==> src/rtl/mac_dot_seq.sv <==
// Dot-product sequencer: streams operand pairs from a dual-read memory
// through mac_top and returns the final accumulator value.
module mac_dot_seq #(
    parameter int DATA_WIDTH = 16,
    parameter int ACC_WIDTH  = 40,
    parameter int ADDR_WIDTH = 4,
    parameter int TIMEOUT    = 64
) (
    input  logic                  clk,
    input  logic                  rst,
    input  logic                  cmd_valid,
    output logic                  cmd_ready,
    input  logic [ADDR_WIDTH:0]   cmd_len,
    input  logic [ADDR_WIDTH-1:0] cmd_base_a,
    input  logic [ADDR_WIDTH-1:0] cmd_base_b,
    output logic                  mem_rd_en,
    output logic [ADDR_WIDTH-1:0] mem_addr_a,
    output logic [ADDR_WIDTH-1:0] mem_addr_b,
    input  logic [DATA_WIDTH-1:0] mem_rdata_a,
    input  logic [DATA_WIDTH-1:0] mem_rdata_b,
    output logic                  mac_start,
    output logic                  mac_clr_acc,
    output logic [DATA_WIDTH-1:0] mac_a,
    output logic [DATA_WIDTH-1:0] mac_b,
    input  logic [ACC_WIDTH-1:0]  mac_acc,
    input  logic                  mac_ready,
    output logic                  res_valid,
    input  logic                  res_ready,
    output logic [ACC_WIDTH-1:0]  res_data,
    output logic                  res_err,
    output logic                  busy
);

    localparam int TW = $clog2(TIMEOUT + 1);
    localparam logic [ADDR_WIDTH:0] MAX_LEN = {1'b1, {ADDR_WIDTH{1'b0}}};
    localparam logic [ADDR_WIDTH:0] ONE     = {{ADDR_WIDTH{1'b0}}, 1'b1};
    localparam logic [TW-1:0]       T_LAST  = TW'(TIMEOUT - 1);
    localparam logic [TW-1:0]       T_ONE   = TW'(1);

    typedef enum logic [2:0] {
        IDLE, CLEAR, FETCH, LOAD, START, WAIT, SETTLE, DONE
    } state_t;

    state_t                  state, state_nxt;
    logic [ADDR_WIDTH:0]     len_q;
    logic [ADDR_WIDTH-1:0]   base_a_q, base_b_q, idx;
    logic [TW-1:0]           tcnt;
    logic                    last_elem, len_zero, timed_out;

    assign last_elem = ({1'b0, idx} == (len_q - ONE));
    assign len_zero  = (len_q == '0);
    assign timed_out = (tcnt == T_LAST);

    always_ff @(posedge clk) begin
        if (rst) state <= IDLE;
        else     state <= state_nxt;
    end

    always_comb begin
        state_nxt = state;
        unique case (state)
            IDLE:   if (cmd_valid) state_nxt = CLEAR;
            CLEAR:  state_nxt = len_zero ? DONE : FETCH;
            FETCH:  state_nxt = LOAD;
            LOAD:   state_nxt = START;
            START:  state_nxt = WAIT;
            WAIT: begin
                if (mac_ready)      state_nxt = SETTLE;
                else if (timed_out) state_nxt = DONE;
            end
            SETTLE: state_nxt = last_elem ? DONE : FETCH;
            DONE:   if (res_ready) state_nxt = IDLE;
            default: state_nxt = IDLE;
        endcase
    end

    always_comb begin
        cmd_ready   = 1'b0;
        mem_rd_en   = 1'b0;
        mem_addr_a  = '0;
        mem_addr_b  = '0;
        mac_start   = 1'b0;
        mac_clr_acc = 1'b0;
        res_valid   = 1'b0;
        busy        = (state != IDLE);
        unique case (state)
            IDLE:  cmd_ready = 1'b1;
            CLEAR: mac_clr_acc = 1'b1;
            FETCH: begin
                mem_rd_en  = 1'b1;
                mem_addr_a = base_a_q + idx;
                mem_addr_b = base_b_q + idx;
            end
            START: mac_start = 1'b1;
            DONE:  res_valid = 1'b1;
            default: ;
        endcase
    end

    // Datapath; the result registers only change on the way into DONE.
    always_ff @(posedge clk) begin
        if (rst) begin
            len_q    <= '0;
            base_a_q <= '0;
            base_b_q <= '0;
            idx      <= '0;
            tcnt     <= '0;
            mac_a    <= '0;
            mac_b    <= '0;
            res_data <= '0;
            res_err  <= 1'b0;
        end else begin
            unique case (state)
                IDLE: if (cmd_valid) begin
                    len_q    <= (cmd_len > MAX_LEN) ? MAX_LEN : cmd_len;
                    base_a_q <= cmd_base_a;
                    base_b_q <= cmd_base_b;
                end
                CLEAR: begin
                    idx <= '0;
                    if (len_zero) begin
                        res_data <= '0;
                        res_err  <= 1'b0;
                    end
                end
                LOAD: begin
                    mac_a <= mem_rdata_a;
                    mac_b <= mem_rdata_b;
                end
                START: tcnt <= '0;
                WAIT: begin
                    tcnt <= tcnt + T_ONE;
                    if (!mac_ready && timed_out) begin
                        res_data <= '0;
                        res_err  <= 1'b1;
                    end
                end
                SETTLE: begin
                    if (last_elem) begin
                        res_data <= mac_acc;
                        res_err  <= 1'b0;
                    end else begin
                        idx <= idx + 1'b1;
                    end
                end
                default: ;
            endcase
        end
    end

endmodule
==> config.mk <==
export PLATFORM = sky130hd
export DESIGN_NAME = mac_dot_seq
export DESIGN_NICKNAME = d
export VERILOG_FILES = /design/src/rtl/mac_dot_seq.sv
export SDC_FILE = /design/constraint.sdc
export NUM_CORES = 1
export LEC_CHECK = 0
export BUFFER_PORTS_ARGS = -buffer_cell sky130_fd_sc_hd__clkbuf_2
export CORE_UTILIZATION = 30
export DETAILED_ROUTE_END_ITERATION = 6
export PLACE_DENSITY = 0.56
export SLEW_MARGIN = 20
export SYNTH_ARGS = -nofsm -noshare
export SYNTH_HDL_FRONTEND = slang
export SYNTH_SLANG_ARGS = --single-unit
==> constraint.sdc <==
create_clock -name clk -period 6.05 [get_ports clk]
set_clock_uncertainty 0.15 [all_clocks]
set_input_delay 0.3025 -clock clk [delete_from_list [all_inputs] [get_ports clk]]
set_output_delay 0.3025 -clock clk [all_outputs]
set_load 0.005 [all_outputs]
### Word-level counts from Yosys, hierarchy flattened

Cells that the tools add are included.

* add/sub/neg operators: 5
* mux-type cells: 26
* equal/unequal tests: 16
* $lt $le $gt $ge: 1
* reductions and logical operators: 12
* bitwise logic cells: 0
* divide/modulo/power cells: 0
* shifts and indexed selects: 0
* multipliers: 0

Operators by type and width (number)
* 2-to-1 mux 40 bit: 3
* one-hot mux 40 bit (3 select lines): 1
* one-hot mux 3 bit (8 select lines): 1
* 2-to-1 mux 3 bit: 6
* one-hot mux 7 bit (2 select lines): 1
* equality test 3 bit, second input constant: 4
* 2-to-1 mux 4 bit: 3
* != test 2 bit, second input constant: 6
* adder 4 bit: 2
* 2-to-1 mux 1 bit: 8
* one-hot mux 4 bit (2 select lines): 1
* adder 7 x 1 -> 7 bit, second input constant: 1
* equality test 7 x 6 -> 1 bit, second input constant: 1
* equality test 3 x 2 -> 1 bit, second input constant: 2
* nonzero test 3 bit: 2
* equality test 4 x 5 -> 1 bit: 1
* greater-than comparator 5 bit, second input constant: 1
* zero test 5 bit: 1
* 2-to-1 mux 5 bit: 1
* subtractor 5 x 1 -> 5 bit, second input constant: 1
* adder 4 x 1 -> 4 bit, second input constant: 1
* AND reduction 2 bit: 2
* AND reduction 4 bit: 1
* nonzero test 2 bit: 2
* 7 further kinds: 7

* memories: 0
* memory bits (read-only): 0
* latch bits: 0
* output and inout bits: 87
* memory bits (writable): 0
* register bits: 100

### Longest topological paths before layout

* depth in word-level cells: 4
* gate-level depth with buffers: 9
* gate-level depth less buffers: 7

### Worst setup path before layout

No wires, ideal clock.

* kind: register to register
* from: register len_q[0]
* to: register res_data[10]
* arrival: 1.826 ns
* period minus slack after synthesis: 2.036 ns
* library setup time: 0.060 ns
* cell stages (with the launch flop): 10
* setup slack: 4.014 ns
* cell sequence: dfxtp_1 inv_1 ha_1 xor2_1 or3_1 o211a_1 buf_6 buf_6 nor4_1 a41o_1

* cells in the longest elaborated chain, start to end: 4
* elaborated cells on any way between the ends: 6
* those cells by class: add/sub (1); eq/ne (3); reduce/logical (2)

Ends and longest elaborated chain
* start: declaration: line 45 `logic [ADDR_WIDTH:0] len_q;`
* start signal: assignment: line 115 `len_q <= (cmd_len > MAX_LEN) ? MAX_LEN : cmd_len;`
* subtractor 5 x 1 -> 5 bit: line 50 `assign last_elem = ({1'b0, idx} == (len_q - ONE));`
* equality test 4 x 5 -> 1 bit: line 50
* != test 2 bit (no line)
* AND reduction 4 bit (no line) (*)
* end signal: assignment: line 140 `res_data <= mac_acc;`
* end: declaration: line 29 `output logic [ACC_WIDTH-1:0] res_data,`

Mark *: on every way between the ends. The rest lies on a longest branch, timed or not.
A chain may end at the register's enable or synchronous reset.

### Worst setup path after layout

* from: register len_q[0]
* to: register res_data[15]

Same word-level chain as after synthesis.

==> reports/summary.md <==
Walking the worst path, the cells encountered are inv_1 -> ha_1 -> xor2_1 -> or3_1 -> o211ai_2 -> nand3_2 -> a41o_1. For the number of sinks driven by the clock tree, the log shows 100. The run gives 0.442 as the sequential area share after synthesis. STA puts the critical path data required time at 6.13 ns. The buffer and inverter count on the worst path came out at 1.

At the pin with the least slew margin, the transition time is 0.931 ns. The maximum clock rate came out at 354 MHz. The final reports fail on DRC. Power spread over the standard cell area amounts to 277 nW/µm². The tightest min-delay check is of the input pin to flip-flop type. Compared with the post-synthesis result, the final layout area differs by 27.8%. The average size of a mapped cell was 8.29 µm²; the hold buffer count at cts was 0. The wire length per cell after detailed routing was 14.9 µm. The run gives 0.0258 ns as the final hold slack.

The final count of pins violating max slew came out at 0. The repair_antennas step left the layout with diodes totalling 0. For the final count of hold timing violations, the log shows 0. Measured in cells, the most critical reg-to-reg path has a length of 7. The arrival time of the worst setup path was 2.90 ns; the half-perimeter wire length of the detailed placement result was 9.17 mm. TritonCTS built the clock tree. The layout cell share with drive strength beyond 1 is 0.296, and the via count of the first global-routing pass is 4427. The most common flop cell mapped by yosys was dfxtp_1. The later pin in the worst-skew pair is clocked with a latency of 0.34 ns. The number of buffers inserted during clock tree synthesis is 9, and the post-synthesis sequential element count is 100. Buffers added to address setup during post-CTS repair amount to 0.

The synthesized netlist contains 45 unique library cells. Summed over all layers, the global routing overflow is 0. The clock passes through at most 2 buffers. The run gives 0 as the number of antenna violations at the first check in global routing. The via density per instance works out to 5.10. Buffer type at the clock tree root: clkbuf_16.

For the global placer's final weighted congestion, the log shows 0.767. The tightest slew margin relative to the limit was 0.379; the gate count after technology mapping was 547. The critical path crosses 7 cells after its start point. The number of ports placed on the die boundary was 177. In this run the horizontal extent of the chip is 125 µm. The die covers 15600 µm². Setup violations remaining at the end of the flow were counted as 0. After layout, the minimum clock period comes to 2.83 ns. The number of enable flip-flop cells after synthesis was 0. Setup repair after global routing left no endpoint under its margin. For the count of synthesis-stage warnings from yosys, the log shows 0. The kind of cell with the highest combined delay on the critical path was simple AND/OR/NAND/NOR gates. In this run the worst path has a maximum fanout of 42. The y dimension of the die was 125 µm.

STA classifies the critical path startpoint as a flip-flop. The pin count of the biggest net entering global routing is 76. The number of nets in the final layout is 793. For this design the static power due to leakage is 0.00280 µW. The async set-reset flop share out of synthesis was 0; the H-tree depth reported by CTS was 3. The tools report the sum of routed wire length over all layers as 13.2 mm.

Once detail routing completed, the nets flagged for antenna violations numbered 0. The count of buffers added on input and output ports is 176. The run gives 0.117 mV as the worst supply voltage drop on vdd. Final critical-path share of the clock period: 0.467. Once the clock tree was built, the resizer swapped 0 gates to a different size.

After synthesis the cells add up to 4530 µm². The floorplan has 44 rows. After detailed routing, the number of remaining DRC violations is 12. Summed over all failing endpoints, the final setup total negative slack is 0 ns. On the critical path, the stage with the largest delay is an instance of nand3_2.

The final core area utilization was 0.396; the hold path depth was 3. The placement-stage cell area was 5470 µm². The tools report the sort of element at the end of the critical path as a flip-flop.

The largest single stage delay on the critical path is 0.75 ns. The tools report the total global-route track usage as 0.170. For this run, the detailed router's first-pass iteration total came to 6.

The core region is 14600 µm². The tools report the number of DRC markers after the initial detailed-route iteration as 241. Max-cap violations in this run came to 0. The tools report the post-route standard cell area excluding fillers as 5800 µm². The clock-pin slew on the worst setup and hold paths was 0.07 ns.

The number of nets in the synthesized netlist is 648. The flow ran to the end, but the final reports show violations. The critical path is of the flip-flop to flip-flop type.

Initial standard-cell utilization of the core: 0.310. The wire length of the first global-routing pass was 21.8 mm; the number of vias after detailed routing was 4490.
sequential cells by signal (all words and copies together), names as in the netlist:
signal and cells:
base_a_q 4, base_b_q 4, idx 4, len_q 5, mac_a 16, mac_b 16
res_data 40, res_err 1, state 3, tcnt 7
final cells by class:
class	count	area, µm²
fill	1523	8850
multi-input combinational	388	2280
sequential	100	2000
timing repair buffer	181	918
clock buffer	12	267
tap	184	230
clock inverter	4	55.1
inverter	12	45.0
report_power, final:
| part | internal (µW) | switching, µW | total [µW] | leakage [µW] |
|---|---|---|---|---|
| registers | 687 | 32.1 | 719 | 0.000809 |
| clock network | 357 | 253 | 610 | 0.000155 |
| logic | 94.9 | 178 | 273 | 0.00184 |
| total | 1140 | 464 | 1600 | 0.00280 |
cells by family (layout without fill, tap and decap cells):
family | count (synthesis) | in the layout | share of synthesized area
AOI/OAI and AO/OA | 117 | 117 | 0.185
xor gates and xnor gates | 11 | 11 | 0.0212
adders and majority gates | 11 | 11 | 0.0337
buffers and inverters | 59 | 209 | 0.0599
DFF | 100 | 100 | 0.442
muxes | 4 | 4 | 0.00911
and+or+nand+nor | 245 | 245 | 0.249
placed cells by master, fill, tap and decap left out, drive strengths merged, types with 3 or more instances in the layout:
cell type,count
nand2,144
dfxtp,100
clkbuf,188
ha,9
or3,4
nor3b,3
nor2,17
and3,4
xor2,6
nand2b,3
nand3b,4
inv,13
nor2b,5
a21oi,58
o21ai,3
nor4,41
nand3,6
xnor2,5
mux2i,3
buf,5
nor3,7
a41o,40
cells in the mapped netlist (all sizes together) (3+ instances only):
master / count / area [µm²]
buf: 15 / 106
nor2: 17 / 63.8
nand3b: 4 / 30.0
a41o: 40 / 400
ha: 9 / 113
xnor2: 5 / 43.8
inv: 12 / 45.0
mux2i: 3 / 30.0
o21ai: 3 / 15.0
clkbuf: 32 / 120
nor4: 41 / 263
nand2b: 3 / 18.8
and3: 4 / 25.0
nand3: 6 / 30.0
dfxtp: 100 / 2000
nor3: 7 / 35.0
a21oi: 58 / 290
nand2: 144 / 541
xor2: 6 / 52.6
or3: 4 / 25.0
nor3b: 3 / 22.5
nor2b: 5 / 31.3
final timing paths:
kind | to | startpoint | slack [ns]
setup / recovery | res_data[15] | len_q[0] | 3.22
hold / removal | mac_a[5] | mem_rdata_a[5] | 0.03
setup reg to reg | res_data[15] | len_q[0] | 3.22
hold reg to reg | mac_a[13] | mac_a[13] | 0.31
through the flow:
| step | total power [µW] | setup WS (ns) | std cells |
|---|---|---|---|
| final | 1600 | 3.22 | 881 |
| after global routing | 1690 | 2.96 | 881 |
| after CTS | 1620 | 3.20 | 881 |
| after detailed placement | 1010 | 3.22 | 865 |
| after global placement | 1000 | 3.32 | 865 |
| after floorplan | 908 | 4.01 | 547 |
layer usage:
metal,global-route usage,vias up,wire [µm]
li1,-,2233,-
met1,0.204,2156,5860
met2,0.301,75,6520
met3,0.0261,26,371
met4,0.0775,0,398
met5,0,-,0
tightest hold or removal path: stages:
cell and delay (ns):
clkbuf_2 0.08, nand2_1 0.04, a21oi_1 0.05
(Power assumes the default switching activity.)
